$ cat src/rtl/imem_loader.sv
// Boot loader for the 256 x 16 instruction memory: parses framed byte stream,
// writes one word per frame slot and holds the CPU in reset until a good frame lands.
module imem_loader #(
    parameter int unsigned TIMEOUT = 1000
) (
    input  logic        clk,
    input  logic        rst,
    input  logic [7:0]  in_data,
    input  logic        in_valid,
    output logic        in_ready,
    output logic        wr_en,
    output logic [7:0]  wr_addr,
    output logic [15:0] wr_data,
    output logic        cpu_hold,
    output logic        busy,
    output logic        done,
    output logic        error
);

    typedef enum logic [2:0] {
        StIdle,
        StCount,
        StHi,
        StLo,
        StWrite,
        StChk,
        StDone,
        StErr
    } loaderState;

    localparam logic [7:0]  SyncByte = 8'hA5;
    localparam logic [31:0] TmoLast  = TIMEOUT - 32'd1;

    loaderState  state;
    loaderState  stateNext;
    logic [7:0]  wordCount;
    logic [7:0]  checksum;
    logic [8:0]  wordCnt;
    logic [7:0]  addr;
    logic [7:0]  hiByte;
    logic [31:0] tmoCnt;

    logic accept;
    logic tmoArmed;
    logic tmoHit;
    logic lastWord;

    assign accept   = in_valid && in_ready;
    assign tmoArmed = (state == StCount) || (state == StHi) || (state == StLo) ||
                      (state == StChk);
    // An accepted byte on the expiry edge wins over the timeout.
    assign tmoHit   = (TIMEOUT != 0) && tmoArmed && !accept && (tmoCnt == TmoLast);
    // 9-bit counter compare so a 256-word frame (count 0xFF) terminates.
    assign lastWord = (wordCnt == {1'b0, wordCount});

    always_comb begin
        stateNext = state;
        unique case (state)
            StIdle, StDone, StErr: begin
                if (accept && in_data == SyncByte) stateNext = StCount;
            end
            StCount: begin
                if (accept)      stateNext = StHi;
                else if (tmoHit) stateNext = StErr;
            end
            StHi: begin
                if (accept)      stateNext = StLo;
                else if (tmoHit) stateNext = StErr;
            end
            StLo: begin
                if (accept)      stateNext = StWrite;
                else if (tmoHit) stateNext = StErr;
            end
            StWrite: begin
                stateNext = lastWord ? StChk : StHi;
            end
            StChk: begin
                if (accept)      stateNext = (in_data == checksum) ? StDone : StErr;
                else if (tmoHit) stateNext = StErr;
            end
            default: stateNext = StIdle;
        endcase
    end

    always_ff @(posedge clk or posedge rst) begin
        if (rst) begin
            state     <= StIdle;
            in_ready  <= 1'b0;
            wr_en     <= 1'b0;
            wr_addr   <= 8'd0;
            wr_data   <= 16'd0;
            cpu_hold  <= 1'b1;
            busy      <= 1'b0;
            done      <= 1'b0;
            error     <= 1'b0;
            wordCount <= 8'd0;
            checksum  <= 8'd0;
            wordCnt   <= 9'd0;
            addr      <= 8'd0;
            hiByte    <= 8'd0;
            tmoCnt    <= 32'd0;
        end else begin
            state    <= stateNext;
            in_ready <= (stateNext != StWrite);
            busy     <= (stateNext == StCount) || (stateNext == StHi) ||
                        (stateNext == StLo) || (stateNext == StWrite) ||
                        (stateNext == StChk);
            wr_en    <= 1'b0;

            if (accept || !tmoArmed || tmoHit) begin
                tmoCnt <= 32'd0;
            end else begin
                tmoCnt <= tmoCnt + 32'd1;
            end

            unique case (state)
                StIdle, StDone, StErr: begin
                    if (accept && in_data == SyncByte) begin
                        done     <= 1'b0;
                        error    <= 1'b0;
                        cpu_hold <= 1'b1;
                    end
                end
                StCount: begin
                    if (accept) begin
                        wordCount <= in_data;
                        checksum  <= in_data;
                        wordCnt   <= 9'd0;
                        addr      <= 8'd0;
                    end else if (tmoHit) begin
                        error <= 1'b1;
                    end
                end
                StHi: begin
                    if (accept) begin
                        hiByte   <= in_data;
                        checksum <= checksum ^ in_data;
                    end else if (tmoHit) begin
                        error <= 1'b1;
                    end
                end
                StLo: begin
                    if (accept) begin
                        checksum <= checksum ^ in_data;
                        wr_data  <= {hiByte, in_data};
                        wr_addr  <= addr;
                        wr_en    <= 1'b1;
                    end else if (tmoHit) begin
                        error <= 1'b1;
                    end
                end
                StWrite: begin
                    addr    <= addr + 8'd1;
                    wordCnt <= wordCnt + 9'd1;
                end
                StChk: begin
                    if (accept) begin
                        if (in_data == checksum) begin
                            done     <= 1'b1;
                            cpu_hold <= 1'b0;
                        end else begin
                            error <= 1'b1;
                        end
                    end else if (tmoHit) begin
                        error <= 1'b1;
                    end
                end
                default: ;
            endcase
        end
    end

endmodule

$ cat config.mk
export PLATFORM = sky130hd
export DESIGN_NAME = imem_loader
export DESIGN_NICKNAME = d
export VERILOG_FILES = /design/src/rtl/imem_loader.sv
export SDC_FILE = /design/constraint.sdc
export NUM_CORES = 1
export LEC_CHECK = 0
export CAP_MARGIN = 30
export CELL_PAD_IN_SITES_DETAIL_PLACEMENT = 0
export CELL_PAD_IN_SITES_GLOBAL_PLACEMENT = 2
export CORE_MARGIN = 10
export CORE_UTILIZATION = 41
export CTS_CLUSTER_DIAMETER = 120
export CTS_CLUSTER_SIZE = 12
export DETAILED_ROUTE_END_ITERATION = 7
export PLACE_DENSITY_LB_ADDON = 0.1
export SLEW_MARGIN = 20
export SYNTH_ARGS = -nofsm -noshare
export SYNTH_HDL_FRONTEND = slang
export SYNTH_SLANG_ARGS = --single-unit
$ cat constraint.sdc
create_clock -name clk -period 7.53 [get_ports clk]
set_input_delay 1.1295 -clock clk [delete_from_list [all_inputs] [get_ports clk]]
set_output_delay 1.1295 -clock clk [all_outputs]
set_load 0.01 [all_outputs]
; ---- Word-level counts from Yosys, hierarchy flattened
; Index checks and enable logic that the tools add are counted.
[classes]
add_sub_neg = 3
n_bitwise = 1
n_eq_ne = 24
n_mux = 32
reduce_logical = 30
[ops]
columns = cell, count
row1 = $add A32 B1 Y32 const B, 1
row2 = $eq A32 B10 Y1 const B, 1
row3 = $mux W32, 1
row4 = $pmux W8 S2, 2
row5 = $mux W8, 3
row6 = $mux W3, 7
row7 = $eq A3 B3 Y1 const B, 6
row8 = $pmux W3 S6, 1
row9 = $pmux W9 S2, 1
row10 = $mux W1, 13
row11 = $eq A3 B2 Y1 const B, 4
row12 = $add A9 B1 Y9 const B, 1
row13 = $eq A9 B8 Y1, 1
row14 = $logic_or A1 B1 Y1, 9
row15 = $mux W9, 1
row16 = $add A8 B1 Y8 const B, 1
row17 = $eq A8 B8 Y1, 1
row18 = $eq A8 B8 Y1 const B, 1
row19 = $ne A2 B2 Y1 const B, 4
row20 = $reduce_and A2 Y1, 4
row21 = $reduce_and A4 Y1, 2
row22 = $xor A8 B8 Y8, 1
row23 = $eq A3 B1 Y1 const B, 2
row24 = $ne A3 B3 Y1 const B, 2
row25 = 11 further kinds, 20
[word_totals]
input_bits = 11
regBits = 106
output_inout_bits = 30
wordCells = 105

; ---- Logic depth before layout (Yosys ltp)
[logic_depth]
depth_word = 14
ltp_mapped = 9
ltp_nobuf = 7

; ---- Least setup slack after synthesis
; OpenSTA, ideal clock, no wires.
[synth_timing]
path_type = input -> register
startpoint = input port in_data[3]
endpoint = register busy
t_arrival_ps = 2529
n_path_buf = 0
path_slack_ps = 4868
path_stages = 6
required_ps = 7397
cell_sequence = or4b_4 nor3_1 o21ai_0 a221o_1 a2111oi_4 mux2i_1
[synth_between]
elab_chain_cells = 9
[synth_rtl]
columns = item, line
row1 = start: declaration, 8  ; input logic [7:0] in_data,
row2 = $eq A8 B8 Y1 (*), 60  ; if (accept && in_data == SyncByte) stateNext = StCount;
row3 = $logic_and A1 B1 Y1 (*), 60
row4 = $mux W3 (*), 60
row5 = $pmux W3 S6 (*), 58  ; unique case (state)
row6 = net stateNext[1], 35  ; loaderState stateNext;
row7 = $eq A3 B1 Y1 / $eq A3 B2 Y1 (equally long branches), 105  ; busy <= (stateNext == StCount) || (stateNext == StHi) ||
row8 = $logic_or A1 B1 Y1 (2 in a row), 105
row9 = $logic_or A1 B1 Y1, 106  ; (stateNext == StLo) || (stateNext == StWrite) ||
row10 = $logic_or A1 B1 Y1 (*), 106
row11 = end signal: assignment, 105
row12 = end: declaration, 15  ; output logic busy,
; Mark *: on every way through the listed nets, which the timed path passes. The rest lies on a longest branch.
; A chain may end at the register's enable or synchronous reset.

; ---- Final worst setup path
[layout_timing]
startpoint = input port in_valid
endpoint = register addr[4]
[layout_between]
elab_chain_cells = 3
[layout_rtl]
columns = item, line
row1 = start: declaration, 9  ; input logic in_valid,
row2 = $logic_and A1 B1 Y1, 48  ; assign accept = in_valid && in_ready;
row3 = $ne A2 B2 Y1 (no line), --
row4 = $reduce_and A2 Y1 (no line), --
row5 = end signal: assignment, 153  ; addr <= addr + 8'd1;
row6 = end: declaration, 39  ; logic [7:0] addr;
; Every way passes these cells.

==> metrics list <==
* Status: completed
* Number of iterations in the first detailed-routing pass: 5
* Remaining Overflow, GRT: 0
* H-tree level count: 3
* Number of warnings reported in the yosys synthesis log: 0
* Final worst clock skew: 0.00689 ns
* Max Clk Rate: 329 MHz
* Startpoint types: input port
* Worst skew pair latency: 0.35 ns
- Including well taps, the total number of placed cells is 635.
* Hold Buf Count CTS: 0
- With fillers left out, the area of the finished cells amounts to 5800 µm².
- Antenna violations before repair: 0
- In this run the cell area measured after placement is 5500 µm².
- Number of nets in the layout: 514
- From bottom edge to top edge, the die measures 130 µm.
- After synthesis, the share of cell area in mux cells is 9.27%.
* Worst Tran Pin Value: 0.796 ns
- Critical path fanouts, max: 26
* Post-CTS setup buffer count: 0
- For the finished layout, the period the worst path requires is 3.04 ns.
- The number of endpoints with negative hold slack in the final report was 0.
- Across the run, the number of max-cap violations was 0.
- The synthesized netlist occupies a cell area of 4960 µm².
- The worst-case IR drop observed on VDD is 0.195 mV.
- Synthesized flop and latch total: 106
- Clock-pin slew was measured on the worst setup and hold paths at 0.07 ns.
- Total power: 0.00205 W
- Post-Synth Simple-Gate Area: 17.3%
- Dividing the detail-routed wire length by the instance count gives 16.1 µm.
- Adding up every negative setup slack in the final design gives 0 ns.
- STA puts the critical path data arrival time at 3.27 ns.
* Global-route wire length before repair: 18,000 µm
- Top cell type's share of synthesized area: 52.9%
- Sorting the synthesized cells by area gives the leading types as sky130_fd_sc_hd__dfrtp_1 53%, sky130_fd_sc_hd__mux2_2 9.1%, sky130_fd_sc_hd__xor2_1 4.9%.
- Routability-driven placement finished with a final weighted congestion of 0.749.
- Vias in the first global route: 3,502
- Final period util: 40.4%
- Initial core utilization: 41.7%
- The synthesized netlist devotes 7.96% of its cell area to compound gates.
- Synthesis-to-finish area growth: 16.8%
- Via count: 3,373
* Share of async-settable or async-resettable flops after synthesis: 100%
- STA puts the critical path data required time at 7.76 ns.
* Static leakage power: 2.42 nW
* # IOs: 41
- Root buffer cell: sky130_fd_sc_hd__clkbuf_16
- FP Rows: 40
- Measured along the x axis, the die boundary spans 130 µm.
* Area share of xor/xnor cells in the synthesized design: 8.82%
* Area share of fa/ha/maj cells after synthesis: 0.756%
- Number of synthesized flops with an enable pin: 0
* Share of final-layout standard cells stronger than drive strength 1: 14.5%
- Crit. End Element: flop
- Final setup violation count: 0
- After the first detailed-routing iteration, the DRC count stood at 232.
- 0 antenna diodes ended up in the layout.
* Count of placed standard cells in the final layout, fillers left out: 652
* Total Die Area: 16,900 µm²
* TritonCTS Buffers: 9
- The worst setup path is of the in2reg kind.
* CTS sink count: 106
- Core box area: 11,900 µm²
- The share of the Yosys chip area taken by registers is 53.5%.
- After clock tree synthesis, the repair step resized 0 gates.
- Hpwl dp: 7130 µm
- Dividing total power by cell area gives a power density of 354 nW/µm².
- Post-route worst hold slack: 0.492 ns
* Largest family of logic cells by synthesized area: simple AND/OR/NAND/NOR gates
- Post-synthesis average cell area: 10.8 µm²
* Clk buf depth: 2
- Summed over all layers, the routed wires come to 10,500 µm.
- Counting every net in the synthesized netlist gives 475.
- Number of unique standard cell types used by synthesis: 48
- Number of nets with antenna violations after detailed routing: 0
* Largest net degree at the start of global routing: 61
- Synthesis produced 461 cells.
- # fillers: 1,087
- Global routing used 13.5% of the available tracks across all layers.
- Setup repair after global routing left no endpoint under its margin.
- Most instantiated flip-flop cell in the synthesis netlist: sky130_fd_sc_hd__dfrtp_1
* Remaining routing DRC violations: 0
- After detailed routing, the number of vias per cell comes to 5.17.
- The number of pins exceeding their max-slew limit in the final report is 0.
* Clock tree from TritonCTS: yes
* Number of port buffers: 40
* Post-synth top area cell: sky130_fd_sc_hd__dfrtp_1
* Class of the tightest hold or removal check: reg2reg
- Relative slew margins: 46.9%
==> flip-flops by register name, indices dropped and copies added, names as in the netlist <==
| signal | cells |
|---|---|
| cpu_hold | 1 |
| tmoCnt | 32 |
| in_ready | 1 |
| busy | 1 |
| wr_data | 16 |
| error | 1 |
| wordCount | 8 |
| state | 3 |
| addr | 8 |
| wr_en | 1 |
| hiByte | 8 |
| wordCnt | 9 |
| done | 1 |
| checksum | 8 |
| wr_addr | 8 |
==> placed cells by master, fill, tap and decap left out, types with 3 or more instances in the layout <==
cell type                           n
sky130_fd_sc_hd__xor2_1            28
sky130_fd_sc_hd__clkdlybuf4s50_1   40
sky130_fd_sc_hd__nand4_1            8
sky130_fd_sc_hd__nor4_1             6
sky130_fd_sc_hd__or3_1              8
sky130_fd_sc_hd__and3_1            12
sky130_fd_sc_hd__inv_1              9
sky130_fd_sc_hd__a21oi_1           13
sky130_fd_sc_hd__nor3_1             8
sky130_fd_sc_hd__nand2_1           44
sky130_fd_sc_hd__or2_2              3
sky130_fd_sc_hd__nand3_1           24
sky130_fd_sc_hd__nand2b_1           3
sky130_fd_sc_hd__mux2_2            40
sky130_fd_sc_hd__o211ai_1           4
sky130_fd_sc_hd__a31oi_1            3
sky130_fd_sc_hd__ha_1               3
sky130_fd_sc_hd__nor2_1            42
sky130_fd_sc_hd__a21o_1             3
sky130_fd_sc_hd__buf_4              4
sky130_fd_sc_hd__xnor2_1           22
sky130_fd_sc_hd__nor2b_1            3
sky130_fd_sc_hd__clkbuf_16          9
sky130_fd_sc_hd__o21ai_0           23
sky130_fd_sc_hd__dfrtp_1          105
==> cell type report <==
| class | count | area [µm²] | area share (%) |
|---|---|---|---|
| Inverter | 10 | 40.0 | 0.691 |
| Clock buffer | 12 | 256 | 4.42 |
| Timing Repair Buffer | 45 | 435 | 7.51 |
| Tap cell | 147 | 184 | 3.17 |
| Sequential cell | 106 | 2650 | 45.8 |
| Multi-Input combinational cell | 328 | 2190 | 37.8 |
| Clock inverter | 4 | 35.0 | 0.604 |
==> per-layer routing <==
layer  vias up  GRT usage [%]  wire length [µm]
met5         -              0                 0
met4         0           3.24                89
met3         5           5.44               543
met2        54           21.1              4930
met1      1633           17.1              4930
li1       1681              -                 -
==> power by group <==
group	total, W	switching [W]	leakage, nW	internal [W]
Clock	0.000459	0.000213	0.137	0.000246
Combinational	0.000682	0.000319	0.927	0.000363
Sequential	0.000911	0.000156	1.35	0.000755
==> worst paths after layout <==
| kind | to | from | cells past startpoint | slack (ns) |
|---|---|---|---|---|
| setup reg to reg | tmoCnt[10] | tmoCnt[0] | 7 | 5.18 |
| setup / recovery | addr[4] | in_valid | 8 | 4.49 |
| min in group asynchronous | wr_addr[4] | rst | 2 | 1.19 |
| hold / removal | addr[7] | addr[7] | 1 | 0.49 |
| hold reg to reg | addr[7] | addr[7] | 1 | 0.49 |
| max in group asynchronous | done | rst | 3 | 5.11 |
==> worst max-delay path, cell delays in order <==
cell                              delay [ns]
sky130_fd_sc_hd__clkdlybuf4s50_1        0.48
sky130_fd_sc_hd__and2_1                 0.30
sky130_fd_sc_hd__nand2_1                0.14
sky130_fd_sc_hd__or3_1                  0.33
sky130_fd_sc_hd__buf_4                  0.24
sky130_fd_sc_hd__and2_0                 0.32
sky130_fd_sc_hd__o21ai_0                0.21
sky130_fd_sc_hd__o21ai_0                0.10
==> logic make-up (layout without fill, tap and decap cells) <==
| kind of cell | after synthesis | count (layout) |
|---|---|---|
| and+or+nand+nor | 173 | 173 |
| buffers and inverters | 27 | 71 |
| xor gates and xnor gates | 50 | 50 |
| muxes | 41 | 41 |
| AOI/OAI and AO/OA | 61 | 61 |
| adders and majority gates | 3 | 3 |
| DFF | 106 | 106 |
==> metrics by stage <==
| step | setup WS [ns] | util (%) |
|---|---|---|
| floorplan | 3.61 | - |
| global placement | 4.14 | 46.2 |
| detailed placement | 4.13 | 46.2 |
| CTS | 4.47 | 48.6 |
| global route | 4.30 | 48.7 |
| finish | 4.49 | 48.7 |
==> Yosys cell counts (4+ instances only) <==
library cell,number
sky130_fd_sc_hd__dfrtp_1,105
sky130_fd_sc_hd__nand2_1,44
sky130_fd_sc_hd__nor2_1,43
sky130_fd_sc_hd__mux2_2,40
sky130_fd_sc_hd__xor2_1,28
sky130_fd_sc_hd__nand3_1,24
sky130_fd_sc_hd__o21ai_0,23
sky130_fd_sc_hd__xnor2_1,22
sky130_fd_sc_hd__a21oi_1,13
sky130_fd_sc_hd__and3_1,12
sky130_fd_sc_hd__inv_1,10
sky130_fd_sc_hd__clkbuf_1,9
sky130_fd_sc_hd__nand4_1,8
sky130_fd_sc_hd__nor3_1,8
sky130_fd_sc_hd__or3_1,8
sky130_fd_sc_hd__nor4_1,6
sky130_fd_sc_hd__buf_2,4
sky130_fd_sc_hd__o211ai_1,4
No activity file was read; power rests on OpenSTA's default activity.
